[src/rtl/sr_ctrl_pkg.sv]
// Shared types and sizing helpers for the SR latch drive stage.
package sr_ctrl_pkg;

    typedef enum logic [2:0] {
        ST_INIT,
        ST_IDLE,
        ST_SET,
        ST_RST,
        ST_GAP,
        ST_CONFLICT
    } state_t;

    typedef enum logic [1:0] {
        PEND_NONE,
        PEND_SET,
        PEND_RST
    } pend_t;

    localparam int SYNC_DEPTH = 2;

    // Width of a counter that must be able to hold the value `count`.
    function automatic int cnt_width(input int count);
        return $clog2(count + 1);
    endfunction

endpackage

[src/rtl/sr_debounce.sv]
// Synchronizer, stability counter and rising-edge detector for one raw request.
module sr_debounce
    import sr_ctrl_pkg::*;
#(
    parameter int DEBOUNCE_CYCLES = 4
) (
    input  logic clk,
    input  logic rst,
    input  logic raw,
    output logic db,
    output logic rise
);

    localparam int CNT_W = cnt_width(DEBOUNCE_CYCLES);
    localparam logic [CNT_W-1:0] CNT_LAST = CNT_W'(DEBOUNCE_CYCLES - 1);

    logic [SYNC_DEPTH-1:0] sync;
    logic                  synced;
    logic [CNT_W-1:0]      cnt;
    logic                  db_d;

    assign synced = sync[SYNC_DEPTH-1];

    // NOTE: every register here is written with <= so all flops update from
    // the same pre-edge values; blocking writes would chain the sync stages.
    always_ff @(posedge clk) begin
        if (rst) begin
            sync <= '0;
            cnt  <= '0;
            db   <= 1'b0;
            db_d <= 1'b0;
        end else begin
            sync <= {sync[SYNC_DEPTH-2:0], raw};
            db_d <= db;
            if (synced == db) begin
                cnt <= '0;
            end else if (cnt == CNT_LAST) begin
                db  <= synced;
                cnt <= '0;
            end else begin
                cnt <= cnt + 1'b1;
            end
        end
    end

    assign rise = db & ~db_d;

endmodule

[src/rtl/sr_latch_driver.sv]
// Debounced set/reset requests turned into clean, mutually exclusive latch pulses.
module sr_latch_driver
    import sr_ctrl_pkg::*;
#(
    parameter int DEBOUNCE_CYCLES = 4,
    parameter int PULSE_CYCLES    = 2,
    parameter int RESET_PULSE     = 1
) (
    input  logic clk,
    input  logic rst,
    input  logic s_raw,
    input  logic r_raw,
    output logic s_out,
    output logic r_out,
    output logic conflict,
    output logic busy
);

    localparam int PCNT_W = cnt_width(PULSE_CYCLES);
    localparam logic [PCNT_W-1:0] PCNT_FULL = PCNT_W'(PULSE_CYCLES);
    localparam logic [PCNT_W-1:0] PCNT_ONE  = PCNT_W'(1);
    localparam state_t ST_AFTER_RST = (RESET_PULSE != 0) ? ST_INIT : ST_IDLE;

    logic s_db, s_rise, r_db, r_rise;

    state_t             state, state_n;
    pend_t              pend, pend_n;
    logic [PCNT_W-1:0]  pcnt, pcnt_n;
    logic               s_n, r_n;
    logic               go_set, go_rst;

    sr_debounce #(.DEBOUNCE_CYCLES(DEBOUNCE_CYCLES)) u_s_db (
        .clk  (clk),
        .rst  (rst),
        .raw  (s_raw),
        .db   (s_db),
        .rise (s_rise)
    );

    sr_debounce #(.DEBOUNCE_CYCLES(DEBOUNCE_CYCLES)) u_r_db (
        .clk  (clk),
        .rst  (rst),
        .raw  (r_raw),
        .db   (r_db),
        .rise (r_rise)
    );

    // A stored request outranks a fresh edge seen in IDLE.
    assign go_set = (pend == PEND_SET) || (pend == PEND_NONE && s_rise);
    assign go_rst = (pend == PEND_RST) || (pend == PEND_NONE && !s_rise && r_rise);

    // NOTE: every output of this block gets a default before any branch;
    // a path that skipped one would infer a latch.
    always_comb begin
        state_n = state;
        pend_n  = pend;
        pcnt_n  = pcnt;
        s_n     = 1'b0;
        r_n     = 1'b0;

        if (state != ST_CONFLICT && s_db && r_db) begin
            state_n = ST_CONFLICT;
            pend_n  = PEND_NONE;
            pcnt_n  = '0;
        end else begin
            if (state inside {ST_INIT, ST_SET, ST_RST, ST_GAP}) begin
                if (s_rise)      pend_n = PEND_SET;
                else if (r_rise) pend_n = PEND_RST;
            end

            case (state)
                ST_IDLE: begin
                    if (go_set) begin
                        state_n = ST_SET;
                        pend_n  = PEND_NONE;
                        pcnt_n  = PCNT_ONE;
                        s_n     = 1'b1;
                    end else if (go_rst) begin
                        state_n = ST_RST;
                        pend_n  = PEND_NONE;
                        pcnt_n  = PCNT_ONE;
                        r_n     = 1'b1;
                    end
                end
                ST_SET: begin
                    if (pcnt == PCNT_FULL) begin
                        state_n = ST_GAP;
                        pcnt_n  = '0;
                    end else begin
                        pcnt_n = pcnt + 1'b1;
                        s_n    = 1'b1;
                    end
                end
                ST_INIT, ST_RST: begin
                    if (pcnt == PCNT_FULL) begin
                        state_n = ST_GAP;
                        pcnt_n  = '0;
                    end else begin
                        pcnt_n = pcnt + 1'b1;
                        r_n    = 1'b1;
                    end
                end
                ST_GAP:      state_n = ST_IDLE;
                ST_CONFLICT: if (!s_db && !r_db) state_n = ST_IDLE;
                default:     state_n = ST_IDLE;
            endcase
        end
    end

    // Outputs are registered from the next state so they align with it.
    always_ff @(posedge clk) begin
        if (rst) begin
            state    <= ST_AFTER_RST;
            pend     <= PEND_NONE;
            pcnt     <= '0;
            s_out    <= 1'b0;
            r_out    <= 1'b0;
            conflict <= 1'b0;
            busy     <= 1'b0;
        end else begin
            state    <= state_n;
            pend     <= pend_n;
            pcnt     <= pcnt_n;
            s_out    <= s_n;
            r_out    <= r_n;
            conflict <= (state_n == ST_CONFLICT);
            busy     <= (state_n != ST_IDLE);
        end
    end

endmodule

[config.mk]
export PLATFORM = sky130hd
export DESIGN_NAME = sr_latch_driver
export DESIGN_NICKNAME = d
export VERILOG_FILES = /design/src/rtl/sr_ctrl_pkg.sv /design/src/rtl/sr_debounce.sv /design/src/rtl/sr_latch_driver.sv
export SDC_FILE = /design/constraint.sdc
export NUM_CORES = 1
export LEC_CHECK = 0
export ABC_AREA = 1
export BUFFER_PORTS_ARGS = -buffer_cell sky130_fd_sc_hd__clkbuf_2
export CAP_MARGIN = 20
export CORE_UTILIZATION = 35
export DETAILED_ROUTE_END_ITERATION = 10
export PLACE_DENSITY = 0.58
export SYNTH_ARGS = -nofsm -noshare
export SYNTH_HDL_FRONTEND = slang
export SYNTH_HIERARCHICAL = 1
export SYNTH_SLANG_ARGS = --single-unit
[constraint.sdc]
create_clock -name clk -period 2.85 [get_ports clk]
set_clock_uncertainty 0.05 [all_clocks]
set_input_delay 0.285 -clock clk [delete_from_list [all_inputs] [get_ports clk]]
set_output_delay 0.285 -clock clk [all_outputs]
set_load 0.02 [all_outputs]
Word level (Yosys, flattened, before mapping)
Index checks and enable logic that the tools add are counted.
{"block": "totals", "inputBits": 4, "ff_bits": 25}
{"block": "op_classes", "n_bitwise": 6, "reduce_logical": 23, "n_eq_ne": 16, "mux": 22, "addsub": 3}
{"operator": "2-to-1 mux 2 bit", "n": 9}
{"operator": "2-to-1 mux 3 bit", "n": 5}
{"operator": "equality test 3 x 2 -> 1 bit, second input constant", "n": 4}
{"operator": "equality test 3 bit, second input constant", "n": 3}
{"operator": "one-hot mux 3 bit (3 select lines)", "n": 1}
{"operator": "OR reduction 3 bit", "n": 3}
{"operator": "adder 3 x 1 -> 3 bit, second input constant", "n": 2}
{"operator": "logical AND 1 bit", "n": 6}
{"operator": "!= test 3 bit, second input constant", "n": 2}
{"operator": "AND reduction 2 bit", "n": 3}
{"operator": "equality test 2 bit, second input constant", "n": 2}
{"operator": "2-to-1 mux 1 bit", "n": 4}
{"operator": "NOT 1 bit", "n": 4}
{"operator": "one-hot mux 1 bit (2 select lines)", "n": 2}
{"operator": "one-hot mux 2 bit (2 select lines)", "n": 1}
{"operator": "nonzero test 4 bit", "n": 1}
{"operator": "OR reduction 2 bit", "n": 2}
{"operator": "equality test 3 x 1 -> 1 bit, second input constant", "n": 1}
{"operator": "zero test 1 bit", "n": 3}
{"operator": "zero test 3 bit", "n": 1}
{"operator": "!= test 3 x 1 -> 1 bit, second input constant", "n": 1}
{"operator": "adder 2 x 1 -> 2 bit, second input constant", "n": 1}
{"operator": "AND 1 bit", "n": 2}
{"operator": "equality test 1 bit", "n": 2}
{"operator": "other kinds (4)", "n": 5}

Longest topological paths before layout
Gate-level depths: netlist of the first run.
{"block": "logic_depth", "word_depth": 11, "mapped_depth": 11, "ltp_nobuf": 11}

Modules after synthesis
Netlist of the first run, hierarchy kept.
{"mod": "sr_latch_driver", "cells_per_inst": 76, "n_inst": 1, "area_per_inst_um2": 521.8}
{"mod": "sr_debounce", "cells_per_inst": 30, "n_inst": 2, "area_per_inst_um2": 256.5}

Least setup slack after synthesis of the first run
Ideal clock, no wire load.
{"block": "synth_timing", "kind": "register to register", "from": "register u_s_db.db", "to": "register busy", "path_buffers": 0, "arrival_time_ns": 1.115, "setup_time_ns": 0.114, "path_stages_with_launch": 12, "setup_slack_ns": 1.571, "period_less_slack_ns": 1.279, "path_cell_list": "dfxtp_1 inv_2 nor2_1 inv_1 nand2_1 nand2_1 nand3_1 nand3_1 nand2_1 nand2_1 nand2_1 nand2_1"}
{"block": "synth_via", "elab_chain_len": 10}
{"element": "from (decl)", "line": "sr_debounce.sv:10", "rtl": "output logic db,"}
{"element": "from (signal assigned)", "line": "sr_debounce.sv:38", "rtl": "db <= synced;"}
{"element": "AND 1 bit (*)", "line": "sr_debounce.sv:46", "rtl": "assign rise = db & ~db_d;"}
{"element": "net s_rise", "line": "sr_latch_driver.sv:24", "rtl": "logic s_db, s_rise, r_db, r_rise;"}
{"element": "zero test 1 bit", "line": "sr_latch_driver.sv:50", "rtl": "assign go_rst = (pend == PEND_RST) || (pend == PEND_NONE && !s_rise && r_rise);"}
{"element": "logical AND 1 bit (2 in a row)", "line": "sr_latch_driver.sv:50"}
{"element": "logical OR 1 bit", "line": "sr_latch_driver.sv:50"}
{"element": "2-to-1 mux 3 bit", "line": "sr_latch_driver.sv:78", "rtl": "end else if (go_rst) begin"}
{"element": "2-to-1 mux 3 bit (*)", "line": "sr_latch_driver.sv:73", "rtl": "if (go_set) begin"}
{"element": "one-hot mux 3 bit (3 select lines) (*)", "line": "sr_latch_driver.sv:71", "rtl": "case (state)"}
{"element": "2-to-1 mux 3 bit (*)", "line": "sr_latch_driver.sv:61", "rtl": "if (state != ST_CONFLICT && s_db && r_db) begin"}
{"element": "!= test 3 x 1 -> 1 bit (*)", "line": "sr_latch_driver.sv:127", "rtl": "busy <= (state_n != ST_IDLE);"}
{"element": "to (signal assigned)", "line": "sr_latch_driver.sv:127"}
{"element": "to (decl)", "line": "sr_latch_driver.sv:16", "rtl": "output logic busy"}
Mark *: on every way through the listed nets, which the timed path passes. The rest lies on a longest branch.
A chain may end at the register's enable or synchronous reset.

Final worst setup path of the first run
Same ends and word-level chain as after synthesis.

==> flow_metrics.py, run 1 <==
metrics = {
    "die": {
        "die_area_sq_mm": 0.003178,
        "dieHeight_um": 56.37,
        "coreArea_sq_mm": 0.002781,
        "design.portCount": 8,
        "num_rows": 19,
        "start_util_pct": 37.20,
        "dieWidth_um": 56.37,
    },
    "place": {
        "place_inst": 174,
        "place_congestion": 0.7191,
        "placed_cell_area_sq_mm": 0.001109,
        "dp_hpwl_mm": 1.251,
        "port_buffers": 7,
    },
    "worst_setup_path": {
        "arrival_ns": 1.60,
        "worstPathRequired_ns": 3.02,
        "reg2reg_depth": 11,
        "startpoint_type": "flop",
        "crit_type": "reg2reg",
        "crit_path_max_incr_delay_ns": 0.46,
        "rr_startpoint": "u_s_db/db$_SDFFE_PP0P_",
        "crit_fanout": 6,
        "cp_common_cell": "nand2_1",
        "worstPathCellList": "inv_2, nor2_1, inv_1, nand2_1, nand2_1, nand3_1, nand3_1, nand2_1, nand2_1, nand2_1, nand2_1",
        "cp_top_family": "simple AND/OR/NAND/NOR gates",
        "timing.critical_path.buf_inv": 2,
        "path_depth": 11,
        "endpoint_kind": "flop",
        "crit_slowest_cell": "dfxtp_1",
        "crit_start": "u_s_db/db$_SDFFE_PP0P_",
    },
    "clock_tree": {
        "cts_setup_buffers": 0,
        "cts_resized": 0,
        "h-tree-depth": 1,
        "clk_root_buffer_cell": "clkbuf_4",
        "cts_buffers": 3,
        "cts_tree": "yes",
        "clock_sinks": 25,
        "cts_hold_buffers": 0,
        "cts_buffer_depth": 2,
        "cts.clk_slew.worst_paths_ns": 0.13,
        "clock_latency_ns": 0.31,
    },
    "global_routing": {
        "antenna_found_initial": 0,
        "grt_max_degree": 15,
        "globalRouteTotalUtil_pct": 11.33,
        "grt_pass1_vias": 764,
        "grt_pass1_wl_mm": 2.870,
        "overflow": 0,
    },
    "timing": {
        "maxSlewViolCount": 0,
        "fin_tns_setup_ns": 0,
        "setup_viol": 0,
        "timing_hold_violations_final": 0,
        "worst_pin_slew_ns": 0.3015,
        "period_share_pct": 50.32,
        "max_slew_margin_pct": 79.90,
        "hold_ws_ns": 0.09203,
        "rsz0062_at_grt": "false",
        "finalCriticalPeriod_ns": 1.434,
        "fmaxAchievable_ghz": 0.6973,
    },
    "hold_path": {
        "hold_class": "in2reg",
        "hp-start": "r_raw",
        "whs_path_depth": 3,
    },
    "pwr": {
        "power.density_mw_per_mm2": 615.2,
        "p_leak_nw": 0.5259,
        "peakVddDrop_mv": 0.4895,
    },
    "synth": {
        "seq_area_frac_synth_pct": 48.37,
        "yosysTopAreaCell": "dfxtp_1",
        "synth_cell_types": 21,
        "synth_area_leaders": "dfxtp_1 48%, nor2_1 11%, inv_1 8.3%",
        "synth_seq_cells": 25,
        "syn_avg_cell_area_sq_um": 7.608,
        "synth_nets": 144,
        "yosysTopAreaCellShare_pct": 48.37,
        "yosys_warnings": 6,
        "synth_area_sq_mm": 0.001035,
        "synth_cells": 136,
    },
    "drt": {
        "first_iter_violations": 22,
        "wl_per_cell_um": 8.758,
        "ant_nets": 0,
        "drt-total-wl_mm": 1.559,
        "avgViaCountPerCell": 4.517,
        "drc": 0,
        "vias": 804,
        "drtPass1Iterations": 3,
    },
    "layout": {
        "antenna_cells": 0,
        "layout.nets": 156,
        "design_area_sq_mm": 0.001136,
        "drive_gt1_share_pct": 17.69,
        "layoutNonFillerInstCount": 178,
        "syn2layout_area_growth_pct": 9.795,
    },
    "job": {
        "maxCapViolCount": 0,
    },
    "run_status": {
        "status": "finished clean",
    },
}
-- state kept, by name (all words and copies together), names as in the netlist --
name / count
u_s_db/sync: 2
u_r_db/cnt: 3
u_s_db/cnt: 3
s_out: 1
u_s_db/db_d: 1
busy: 1
u_r_db/sync: 2
pcnt: 2
r_out: 1
u_r_db/db_d: 1
u_s_db/db: 1
pend: 2
conflict: 1
state: 3
u_r_db/db: 1
-- per-stage QoR --
step	setup slack, ns	util, %	power, W
global placement	1.482	39.86	0.0005507
CTS	1.407	40.85	0.0007096
floorplan	1.571	-	0.0005193
global route	1.227	40.85	0.0007423
detailed placement	1.434	39.86	0.0005578
finish	1.416	40.85	0.0006989
-- layer usage --
layer | share of wire, % | GRT usage [%] | vias to the layer above
li1 | - | - | 444
met1 | 49 | 13.02 | 351
met2 | 47 | 20.24 | 9
met3 | 3.8 | 4.839 | 0
met4 | 0 | 1.045 | 0
met5 | 0 | 0 | -
-- kinds of logic (layout without fill, tap and decap cells) --
kind of cell    count (synthesis)  after routing  synth area share (%)
compound gates                 13             13                 7.135
fa+ha+maj                       4              4                 4.837
buf+inv                        27             38                 9.794
flops                          25             25                 48.37
simple gates                   67             67                 29.87
-- placed cells by master (no fill, tap or decap) --
cell type / count
o21ai_1: 1
a31oi_1: 1
nor3_1: 2
clkbuf_4: 3
inv_2: 4
o22ai_1: 1
clkinv_2: 1
and2_4: 1
dfxtp_1: 25
nand2_4: 1
nand4_1: 1
o211ai_1: 1
nor2_2: 3
nand2_2: 3
inv_1: 23
a21oi_1: 6
o21ai_0: 2
ha_1: 4
nand3_1: 5
o22a_1: 1
nand3_2: 3
nand2_1: 19
nor2_1: 29
clkbuf_2: 7
-- report_power, final --
group	switching [W]	leakage, nW	total [W]	internal, W
sequential	0.0000193	0.204	0.000402	0.000382
clock	0.0000980	0.0177	0.000150	0.0000524
combinational	0.0000945	0.304	0.000147	0.0000525
total	0.000212	0.526	0.000699	0.000487
-- cell type report --
class,instances,area (sq um)
fillers,288,1645
flip-flops and latches,25,500.5
multi-input cells,84,432.9
inverters,27,101.3
well taps,31,38.79
repair buffers,7,35.03
clock buffers,3,22.52
clock inverters,1,5.005
-- tightest hold or removal path: stages --
cell      delay [ns]
clkbuf_2        0.08
inv_1           0.04
nor2_1          0.03
-- cell usage after synthesis --
master    count
nor3_1        2
o21ai_1       1
and2_4        1
inv_2         4
nor2_2        3
a31oi_1       1
o22a_1        1
a21oi_1       6
dfxtp_1      25
o22ai_1       1
nand3_2       3
ha_1          4
inv_1        23
nand4_1       1
nand3_1       5
nand2_4       1
nand2_1      19
nand2_2       3
o21ai_0       2
o211ai_1      1
nor2_1       29
-- final timing paths --
| check | endpoint | slack (ns) |
|---|---|---|
| min reg2reg | u_s_db/sync[1]$_SDFF_PP0_ | 0.37 |
| min | u_r_db/sync[0]$_SDFF_PP0_ | 0.09 |
| max reg2reg | busy$_SDFF_PP0_ | 1.42 |
| max | busy$_SDFF_PP0_ | 1.42 |
Power figures use the tool's default switching activity.
==> run 2, diff against run 1 <==
Clock period 2.85 ns to 1.4 ns, I/O delays scaled along.
==> run 2 against run 1 <==
Cell area grew 4.3%. Die area unchanged. Hold slack worse by 0.045 ns. Core utilization rose by 1.8 points. Clock power up 110%. Non-clock buffer count rose by 5. Combinational power increased by 110%. Critical endpoint is now pcnt[0]$_SDFFE_PP0P_. Largest cell class unchanged. Highest routed layer is now met4.
==> flow_metrics.py, run 2 (synthesis gave the netlist of run 1 again) <==
metrics = {
    "run_status": {
        "status": "finished clean",
    },
    "timing": {
        "finalCriticalPeriod_ns": 1.242,
        "max_slew_margin_pct": 80.83,
        "period_share_pct": 88.73,
        "worst_pin_slew_ns": 0.2875,
        "final.setup.worst_slack_ns": 0.1578,
        "fin_tns_setup_ns": 0,
        "maxSlewViolCount": 0,
        "rsz0062_at_grt": "false",
        "fmaxAchievable_ghz": 0.8050,
        "timing_hold_violations_final": 0,
        "setup_viol": 0,
    },
    "global_routing": {
        "antenna_found_initial": 0,
        "grt_pass1_vias": 724,
        "grt_max_degree": 16,
        "overflow": 0,
        "globalRouteTotalUtil_pct": 11.67,
        "grt_pass1_wl_mm": 2.849,
    },
    "layout": {
        "antenna_cells": 0,
        "finish.utilization_pct": 42.60,
        "final_common_cell": "nor2_1",
        "layoutNonFillerInstCount": 183,
        "fillers": 282,
        "drive_gt1_share_pct": 20.39,
        "seq_area_sq_um": 501.7,
        "layout.nets": 161,
        "reg_top3": "state x3, u_r_db/cnt x3, u_s_db/cnt x3",
        "final_cell_mix": "28 x nor2_1, 24 x dfxtp_1, 23 x inv_1",
        "multi_input_area_sq_um": 435.4,
        "syn2layout_area_growth_pct": 14.51,
    },
    "hold_path": {
        "hp-start": "rst",
        "hold_class": "in2reg",
        "hold_end": "u_s_db/sync[1]$_SDFF_PP0_",
        "whs_path_depth": 2,
    },
    "worst_setup_path": {
        "r2r_slack_ns": 0.16,
        "reg2reg_depth": 10,
        "regToRegEndpoint": "pcnt[0]$_SDFFE_PP0P_",
        "crit_start": "u_s_db/db$_SDFFE_PP0P_",
        "worstPathRequired_ns": 1.58,
        "endpoint_kind": "flop",
        "crit_fanout": 3,
        "startpoint_type": "flop",
        "arrival_ns": 1.42,
        "rr_startpoint": "u_s_db/db$_SDFFE_PP0P_",
        "crit_type": "reg2reg",
    },
    "place": {
        "dp_hpwl_mm": 1.265,
        "port_buffers": 7,
        "place_inst": 177,
        "pre_cts_ws_ns": 0.1099,
        "place_congestion": 0.7530,
    },
    "die": {
        "coreArea_sq_mm": 0.002781,
        "die_area_sq_mm": 0.003178,
        "dieWidth_um": 56.37,
        "dieHeight_um": 56.37,
        "num_rows": 19,
        "design.portCount": 8,
        "start_util_pct": 37.20,
    },
    "clock_tree": {
        "cts_buffers": 3,
        "clk_root_buffer_cell": "clkbuf_4",
        "h-tree-depth": 1,
        "cts.clk_slew.worst_paths_ns": 0.13,
        "cts_setup_buffers": 0,
        "cts_tree": "yes",
        "clock_sinks": 25,
        "cts_buffer_depth": 2,
        "clock_latency_ns": 0.31,
    },
    "pwr": {
        "peakVddDrop_mv": 1.074,
        "p_clk_share_pct": 22.2,
        "p_switching_w": 0.0004424,
        "p_seq_share_pct": 56.7,
        "internal-power_w": 0.0009994,
        "power.density_mw_per_mm2": 1217,
        "p_leak_nw": 0.5461,
        "power.share.switching_pct": 30.68,
        "share_comb_of_total_power_pct": 21.1,
    },
    "drt": {
        "vias": 806,
        "avgViaCountPerCell": 4.404,
        "drtPass1Iterations": 4,
        "ant_nets": 0,
        "drt-total-wl_mm": 1.596,
        "drc": 0,
        "first_iter_violations": 23,
        "wl_per_cell_um": 8.721,
    },
    "job": {
        "maxCapViolCount": 0,
    },
}
run 2: worst max path at each step:
| stage | to |
|---|---|
| after global placement | busy$_SDFF_PP0_ |
| after floorplan | busy$_SDFF_PP0_ |
| after global routing | pcnt[0]$_SDFFE_PP0P_ |
| after detailed placement | pcnt[0]$_SDFFE_PP0P_ |
| after CTS | pcnt[0]$_SDFFE_PP0P_ |
| final | pcnt[0]$_SDFFE_PP0P_ |
run 2: worst max-delay path, stage by stage, from the launching register on:
cell     delay [ns]
dfxtp_2        0.36
inv_2          0.05
nor2_2         0.09
inv_1          0.07
nand2_1        0.06
nand2_1        0.04
nand3_1        0.11
and2_4         0.17
nand3_1        0.07
nand2_1        0.07
inv_1          0.04
run 2: layout make-up:
type                            count  area share [%]
Timing Repair Buffer               12           6.547
Clock buffer                        3           1.901
Clock inverter                      1          0.6336
Multi-Input combinational cell     84           36.75
Inverter                           27           8.553
Sequential cell                    25           42.34
Tap cell                           31           3.273
run 2: power by group through the flow:
stage	sequential [W]	clock, W	combinational (W)
finish	0.000818	0.000320	0.000304
global route	0.000826	0.000362	0.000351
CTS	0.000820	0.000344	0.000306
detailed placement	0.000836	0	0.000300
global placement	0.000832	0	0.000291
floorplan	0.000854	0	0.000203
run 2: repair_timing:
item	in CTS	in global routing
setup endpoints to repair	0	6
gates resized for setup	0	2
hold endpoints to repair	2	0
hold buffers	2	0
run 2: through the flow:
stage               total power [W]  hold slack, ns  instance area, sq um
floorplan                  0.001057          0.1594                  1035
global placement           0.001124          0.2851                  1131
detailed placement         0.001137          0.2862                  1131
CTS                        0.001469         0.03608                  1181
global route               0.001539         0.03600                  1185
finish                     0.001442         0.04691                  1185
run 2: routing by layer:
layer  global-route usage, %  vias to the layer above  part of all wire (%)
met2                   20.24                       11                    48
met5                       0                        -                     0
met4                   3.136                        0                  0.81
met1                   13.15                      344                    47
met3                   4.839                        2                   3.6
li1                        -                      449                     -
